$ cat src/rtl/hsv_core_decode_fifo_pkg.sv
// Shared helpers for the decode-to-issue buffer.
package hsv_core_decode_fifo_pkg;

  function automatic bit is_pow2(input int value);
    return (value > 0) && ((value & (value - 1)) == 0);
  endfunction

endpackage

$ cat src/rtl/hsv_core_decode_fifo.sv
// Decode-to-issue ring buffer with valid/ready on both sides, flush handshake
// and an optional trap lock that stops enqueue once a trap packet is buffered.
module hsv_core_decode_fifo
  import hsv_core_decode_fifo_pkg::*;
#(
  parameter int WIDTH     = 64,
  parameter int DEPTH     = 4,
  parameter int TRAP_LOCK = 1
) (
  input  logic                       clk_core,
  input  logic                       rst_core,
  input  logic                       flush_req,
  output logic                       flush_ack,
  input  logic                       valid_i,
  output logic                       ready_o,
  input  logic [WIDTH-1:0]           in_data,
  input  logic                       in_trap,
  output logic                       valid_o,
  input  logic                       ready_i,
  output logic [WIDTH-1:0]           out_data,
  output logic                       out_trap,
  output logic [$clog2(DEPTH+1)-1:0] count,
  output logic                       trap_pending
);

  localparam int PTR_W = $clog2(DEPTH);
  localparam int CNT_W = $clog2(DEPTH+1);
  localparam logic [CNT_W-1:0] CNT_FULL = CNT_W'(DEPTH);
  localparam logic             LOCK_EN  = (TRAP_LOCK != 0);

  generate
    if (!is_pow2(DEPTH) || DEPTH < 2) begin : g_depth_check
      $error("hsv_core_decode_fifo: DEPTH must be a power of two >= 2");
    end
  endgenerate

  logic [WIDTH:0]     mem [DEPTH];
  logic [PTR_W-1:0]   wr_ptr_q;
  logic [PTR_W-1:0]   rd_ptr_q;
  logic [CNT_W-1:0]   count_q;
  logic [CNT_W-1:0]   count_d;
  logic               trap_pending_q;
  logic               flush_ack_q;
  logic               push;
  logic               pop;

  // Handshake outputs depend on registered state only.
  assign ready_o      = (count_q != CNT_FULL) & ~(LOCK_EN & trap_pending_q);
  assign valid_o      = (count_q != '0);
  assign push         = valid_i & ready_o;
  assign pop          = valid_o & ready_i;
  assign out_data     = mem[rd_ptr_q][WIDTH-1:0];
  assign out_trap     = mem[rd_ptr_q][WIDTH];
  assign count        = count_q;
  assign trap_pending = trap_pending_q;
  assign flush_ack    = flush_ack_q;

  always_comb begin
    count_d = count_q;
    case ({push, pop})
      2'b10:   count_d = count_q + 1'b1;
      2'b01:   count_d = count_q - 1'b1;
      default: count_d = count_q;
    endcase
  end

  // Control state: reset beats flush, flush beats push/pop.
  always_ff @(posedge clk_core) begin
    if (rst_core) begin
      wr_ptr_q       <= '0;
      rd_ptr_q       <= '0;
      count_q        <= '0;
      trap_pending_q <= 1'b0;
      flush_ack_q    <= 1'b1;
    end else begin
      flush_ack_q <= flush_req;
      if (flush_req) begin
        wr_ptr_q       <= '0;
        rd_ptr_q       <= '0;
        count_q        <= '0;
        trap_pending_q <= 1'b0;
      end else begin
        if (push) wr_ptr_q <= wr_ptr_q + 1'b1;
        if (pop)  rd_ptr_q <= rd_ptr_q + 1'b1;
        count_q <= count_d;
        if (push && in_trap) trap_pending_q <= 1'b1;
      end
    end
  end

  // Storage is not reset; stale entries are hidden by count.
  always_ff @(posedge clk_core) begin
    if (push && !flush_req) mem[wr_ptr_q] <= {in_trap, in_data};
  end

endmodule

$ cat config.mk
export PLATFORM = sky130hd
export DESIGN_NAME = hsv_core_decode_fifo
export DESIGN_NICKNAME = d
export VERILOG_FILES = /design/src/rtl/hsv_core_decode_fifo_pkg.sv /design/src/rtl/hsv_core_decode_fifo.sv
export SDC_FILE = /design/constraint.sdc
export NUM_CORES = 1
export LEC_CHECK = 0
export ABC_AREA = 1
export CAP_MARGIN = 20
export CORE_AREA = 2 2 142 144
export CTS_CLUSTER_SIZE = 10
export DETAILED_ROUTE_END_ITERATION = 8
export DIE_AREA = 0 0 144 146
export GPL_TIMING_DRIVEN = 0
export MAX_ROUTING_LAYER = met4
export PLACE_DENSITY = 0.91
export SYNTH_ARGS = -nofsm -noshare
export SYNTH_HDL_FRONTEND = slang
export SYNTH_SLANG_ARGS = --single-unit
export TNS_END_PERCENT = 10
$ cat constraint.sdc
create_clock -name clk_core -period 17.48 [get_ports clk_core]
set_input_delay 2.622 -clock clk_core [delete_from_list [all_inputs] [get_ports clk_core]]
set_output_delay 2.622 -clock clk_core [all_outputs]
set_load 0.03 [all_outputs]
==> impl_metrics.py, run 1 <==
metrics = {
    "status": {
        "status": "finished clean",
    },
    "synth": {
        "yosys.area.top_type": "edfxtp_1",
        "synth-edff-count": 260,
        "async_flop_share_pct": 0,
        "synth_flop_cell": "edfxtp_1",
        "syn_area_per_cell_sq_um": 14.9,
        "syn-num-nets": 781,
        "syn-cell-area_sq_um": 10500,
        "syn_inst": 705,
        "synth_top_cell_area_share_pct": 74.3,
        "ys_ff_latch": 271,
        "synthMostInstantiatedCell": "edfxtp_1",
        "synth_area_leaders": "edfxtp_1, o21ai_0, nor2_1",
        "synth_warnings": 0,
        "yosys-top-cells-count": "edfxtp_1, nor2_1, o21ai_0, o22ai_1, o21ai_1",
        "yosysSeqAreaShare_pct": 76.4,
        "synth_cell_types": 24,
    },
    "power_and_ir_drop": {
        "total_power_uw": 1400,
        "total_leakage_power_uw": 0.00454,
        "p_per_area_nw_per_um2": 104,
        "vdd_drop_max_mv": 0.0860,
    },
    "clock_tree": {
        "cts_buffers": 31,
        "worstSkewPairLatency_ps": 540,
        "postCtsHoldBufs": 0,
        "clk_pin_slew_worst_paths_ps": 60,
        "clock_sinks": 271,
        "cts_tree": "yes",
        "ctsHtreeMaxLevel": 1,
        "cts_setup_buffers": 0,
        "cts_resized": 0,
        "cts-root-buf": "clkbuf_16",
        "clk_path_buf_depth": 3,
    },
    "floorplanning": {
        "die_x_um": 144,
        "core_area_sq_um": 19300,
        "start_util_pct": 54.4,
        "io_pins": 142,
        "die_y_um": 146,
        "rows": 51,
        "die-area_sq_um": 21000,
    },
    "timing": {
        "clock-skew-final_ps": 19.5,
        "rsz0062_at_grt": "no",
        "relSlewSlack_pct": 42.8,
        "period_share_pct": 30.7,
        "drv_slew": 0,
        "setup_ws_ps": 12120,
        "setup_viol_count_final": 0,
        "fin_setup_tns_ps": 0,
        "max_freq_mhz": 187,
        "hold_slack_ps": 506,
        "tightest_slew_ps": 854,
        "finalCriticalPeriod_ps": 5360,
        "hold_viol": 0,
    },
    "global_route": {
        "grt_max_degree": 15,
        "track_usage_pct": 22.9,
        "globalRouteOverflowTotal": 0,
        "grt_pass1_wl_mm": 35.7,
        "grt_pass1_vias": 6757,
        "antenna_found_initial": 2,
    },
    "critical_path": {
        "reg2reg_depth": 8,
        "rrSetupSlack_ps": 14750,
        "worst_ep_required_time_ps": 14860,
        "arrival_ps": 2740,
        "path_cells": "inv_2 > buf_2 > clkbuf_1 > o21ai_1 > o22ai_1 > clkdlybuf4s50_1",
        "critPathMaxStageDelay_ps": 720,
        "path_class": "reg2out",
        "worstSetupEndpointType": "output port",
        "cp_slowest_cell": "clkdlybuf4s50_1",
        "worst-path-max-fanout": 10,
        "critPathLaunchType": "flop",
    },
    "layout": {
        "seq_area_sq_um": 8030,
        "final_layout_size_suffix_gt1_share_pct": 14.8,
        "final_nets": 981,
        "syn2layout_area_growth_pct": 27.9,
        "multi_input_area_sq_um": 2140,
        "fillers": 1267,
        "fin_area_sq_um": 13400,
    },
    "worst_hold_path": {
        "min_path_cells": 2,
        "hp-class": "reg2reg",
    },
    "drt": {
        "ant_nets": 0,
        "vias": 6559,
        "drc": 0,
        "routed_wl_mm": 23.5,
        "wire_per_inst_um": 19.8,
        "drtIter0Drc": 532,
        "via_per_inst": 5.53,
        "firstDrtPassIters": 5,
    },
    "placed_design": {
        "finalWeightedCongestion": 0.791,
        "portBuffers": 141,
        "dpl_cell_area_sq_um": 12600,
        "dpl.hpwl_mm": 15.8,
        "pre_cts_slack_ps": 12170,
    },
    "job": {
        "max_cap_violations": 0,
    },
}
## area by class of cell
class / instances / share of cell area, %
repair buffers: 167 / 12.8
plain buffers: 42 / 2.18
flip-flops and latches: 271 / 59.7
inverters: 18 / 0.540
clock inverters: 1 / 0.0372
multi-input cells: 374 / 15.9
clock buffers: 46 / 6.34
well taps: 265 / 2.47
diodes: 3 / 0.0558
## sequential cells by signal, indices dropped and copies added (netlist names), named ones only
register	flops
wr_ptr_q	2
rd_ptr_q	2
trap_pending	1
flush_ack	1
count	3
mem	260
## worst paths after layout
path,startpoint,to
worst max-delay path,flop,out_data[26]
worst min-delay path,count[0],count[0]
worst max register to register,count[1],mem[3][45]
worst min register to register,count[0],count[0]
## layout by cell type, fill, tap and decap left out, drive strengths merged
cell type	count
dfxtp	11
fa	1
nor3b	4
nand4	3
a21oi	7
o21ai	131
diode	3
nand2	18
inv	18
ha	5
nor2	136
clkdlybuf4s50	141
edfxtp	260
clkinv	1
buf	51
nand3	4
clkbuf	63
o22ai	65
## critical path, delay by kind of cell (launching register included)
| kind | cells | cell delay [ps] |
|---|---|---|
| AOI/OAI and AO/OA | 2 | 410 |
| buffers and inverters | 4 | 1450 |
| DFF | 1 | 340 |
## where the power goes
part / internal, uW / total (uW) / switching, uW
Clock: 329 / 552 / 224
Sequential: 726 / 730 / 3.60
Combinational: 48.4 / 115 / 66.6
Total: 1100 / 1400 / 294
## cells by family (layout without fill, tap and decap cells)
group           after synthesis  in the layout  synth area share (%)
other cells                   0              3                     0
simple gates                165            165                  7.58
buf+inv                      60            274                  3.48
fa+ha+maj                     6              6                 0.785
flops                       271            271                  76.4
compound gates              203            203                  11.8
## metrics by stage
stage / cells / utilization [%]
after floorplan: 705 / -
after global placement: 1111 / 63.4
after detailed placement: 1137 / 65.1
after CTS: 1184 / 69.5
after global routing: 1187 / 69.5
final: 1187 / 69.5
## metal layers
| layer | global-route usage, % | wire (um) |
|---|---|---|
| met2 | 39.2 | 12300 |
| met1 | 28.3 | 9060 |
| met4 | 6.42 | 479 |
| met5 | - | 0 |
| met3 | 3.69 | 1650 |
(Power assumes the default switching activity.)
==> run 2: changes to the inputs <==
- clock period: 17.48 -> 5 ns (I/O delays scaled with it)
==> results of run 2 <==
Same layout as run 1 (identical final DEF). Status: finished clean.
Among the figures that moved: setup slack after placement 12170 ps -> 1560 ps; setup slack after layout 12120 ps -> 1510 ps; register-to-register setup slack 14750 ps -> 2270 ps; total power 1400 uW -> 4880 uW; worst IR drop on VDD 0.0860 mV -> 0.301 mV
==> patch: new RTL, config.mk and constraints of run 2 <==
Put one more register stage on the output `count`, with the module's reset. The value now appears one clock later. The other outputs are not delayed to match.
--- a/src/rtl/hsv_core_decode_fifo.sv
+++ b/src/rtl/hsv_core_decode_fifo.sv
@@ -51,7 +51,13 @@
   assign pop          = valid_o & ready_i;
   assign out_data     = mem[rd_ptr_q][WIDTH-1:0];
   assign out_trap     = mem[rd_ptr_q][WIDTH];
-  assign count        = count_q;
+  always_ff @(posedge clk_core) begin
+    if (rst_core) begin
+      count <= '0;
+    end else begin
+      count <= count_q;
+    end
+  end
   assign trap_pending = trap_pending_q;
   assign flush_ack    = flush_ack_q;
 
Behaviour: not the same (Yosys sat finds a counterexample within 4 cycles, from zero or initial values and one cycle with rst_core high).
==> patch against run 2 <==
- final area grew 0.38%
- global-route usage is 0.29 points higher
- setup slack worse by 0.027 ns
- power up 1.6%
- wire length rose by 0.97%
- final cell count unchanged
- die area did not move
- worst hold slack better by 0.0096 ns
- synthesized area up 0.65%
- via count about the same
- sequential cell count up 3
==> patch: results <==
export IMPL_run_status="finished clean"
export IMPL_grt_pass1_vias=6769
export IMPL_dpl_hpwl_um=15700
export IMPL_num_vias=6554
export IMPL_yosysWarnings=0
export IMPL_track_usage_pct=23.2
export IMPL_skew_ns=0.00736
export IMPL_synth_seq_area_share_pct=76.4
export IMPL_yosys_area_share_adder_pct=0.780
export IMPL_synthTopCellsByCount="edfxtp_1 (260), nor2_1 (119), o21ai_0 (92), o22ai_1 (45), o21ai_1 (35)"
export IMPL_final_nets=985
export IMPL_ir_drop_uv=279
export IMPL_wl_um=23700
export IMPL_grt_pass1_wl_um=36000
export IMPL_htree_levels=1
export IMPL_arrival_ns=2.76
export IMPL_syn_nets=786
export IMPL_io_buffers=141
export IMPL_drt_iter0_markers=488
export IMPL_gp_congestion=0.781
export IMPL_r2r_slack_ns=2.33
export IMPL_drive_gt1_share_pct=14.4
export IMPL_n_antenna_cell=0
export IMPL_yosys_top_cells_area="edfxtp_1 (74%), o21ai_0 (4.4%), nor2_1 (4.2%)"
export IMPL_cts_root_buf="clkbuf_16"
export IMPL_largestRegisters="mem: 260 flops, count: 3 flops, count_q: 3 flops"
export IMPL_first_pass_iters=4
export IMPL_place_ws_ns=1.60
export IMPL_p_leak_nw=4.55
export IMPL_antenna_found_initial=0
export IMPL_period_share_pct=70.3
export IMPL_synth_compound_area_share_pct=11.8
export IMPL_slew_headroom_pct=31.5
patch: cell types whose count changed in the layout (fill, tap and decap cells not counted), moves of 2 or more:
cell	run 2	this run
dfxtp_1	11	14
diode_2	3	0
nor2_1	116	119
clkbuf_8	2	0
nand2_1	18	16
patch: final timing paths:
kind,depth (start not counted),start,end
hold / removal,2,rd_ptr_q[1],rd_ptr_q[1]
hold reg to reg,2,rd_ptr_q[1],rd_ptr_q[1]
setup / recovery,6,flip-flop,out_data[11]
setup reg to reg,7,count_q[1],mem[0][48]
patch: layer usage:
layer	vias to the layer above	share of wire, %	track usage, %
li1	3049	-	-
met1	3226	38	28.3
met2	252	53	40.4
met3	27	6.9	3.59
met4	0	1.6	6.13
met5	-	0	-
patch: cell families (layout without fill, tap and decap cells):
logic type | count (synthesis) | after routing
AOI/OAI and AO/OA | 204 | 204
and+or+nand+nor | 166 | 166
buffers and inverters | 60 | 272
adders and majority gates | 6 | 6
DFF | 274 | 274
patch: where the power goes:
part | total (W) | switching, W | leakage, nW | internal (W)
clock network | 0.00197 | 0.000800 | 0.413 | 0.00117
logic | 0.000417 | 0.000243 | 1.67 | 0.000174
registers | 0.00258 | 0.0000126 | 2.47 | 0.00256
total | 0.00496 | 0.00106 | 4.55 | 0.00391
patch: cell type report:
type                    instances  area, um^2
plain buffers                  42         293
clock buffers                  44         825
clock inverters                 2        33.8
fillers                      1237        5840
inverters                      18        72.6
multi-input cells             376        2150
flip-flops and latches        274        8090
well taps                     265         332
repair buffers                166        1700
patch: through the flow:
step                cell area [um^2]  std cells  setup TNS, ns  hold slack [ns]
finish                         13500       1187              0            0.515
floorplan                      10600        710        -340.46            0.461
CTS                            13500       1187              0            0.513
global route                   13500       1187              0            0.546
detailed placement             12600       1141              0            0.498
global placement               12300       1116       -1330.43            0.489
patch: worst register-to-register path, cell delays in order (launching register included):
cell	delay, ns
dfxtp_1	0.36
nor2_1	0.08
nand2_1	0.13
nand3_1	0.28
nor3b_2	0.86
buf_6	0.28
buf_6	0.19
buf_6	0.19
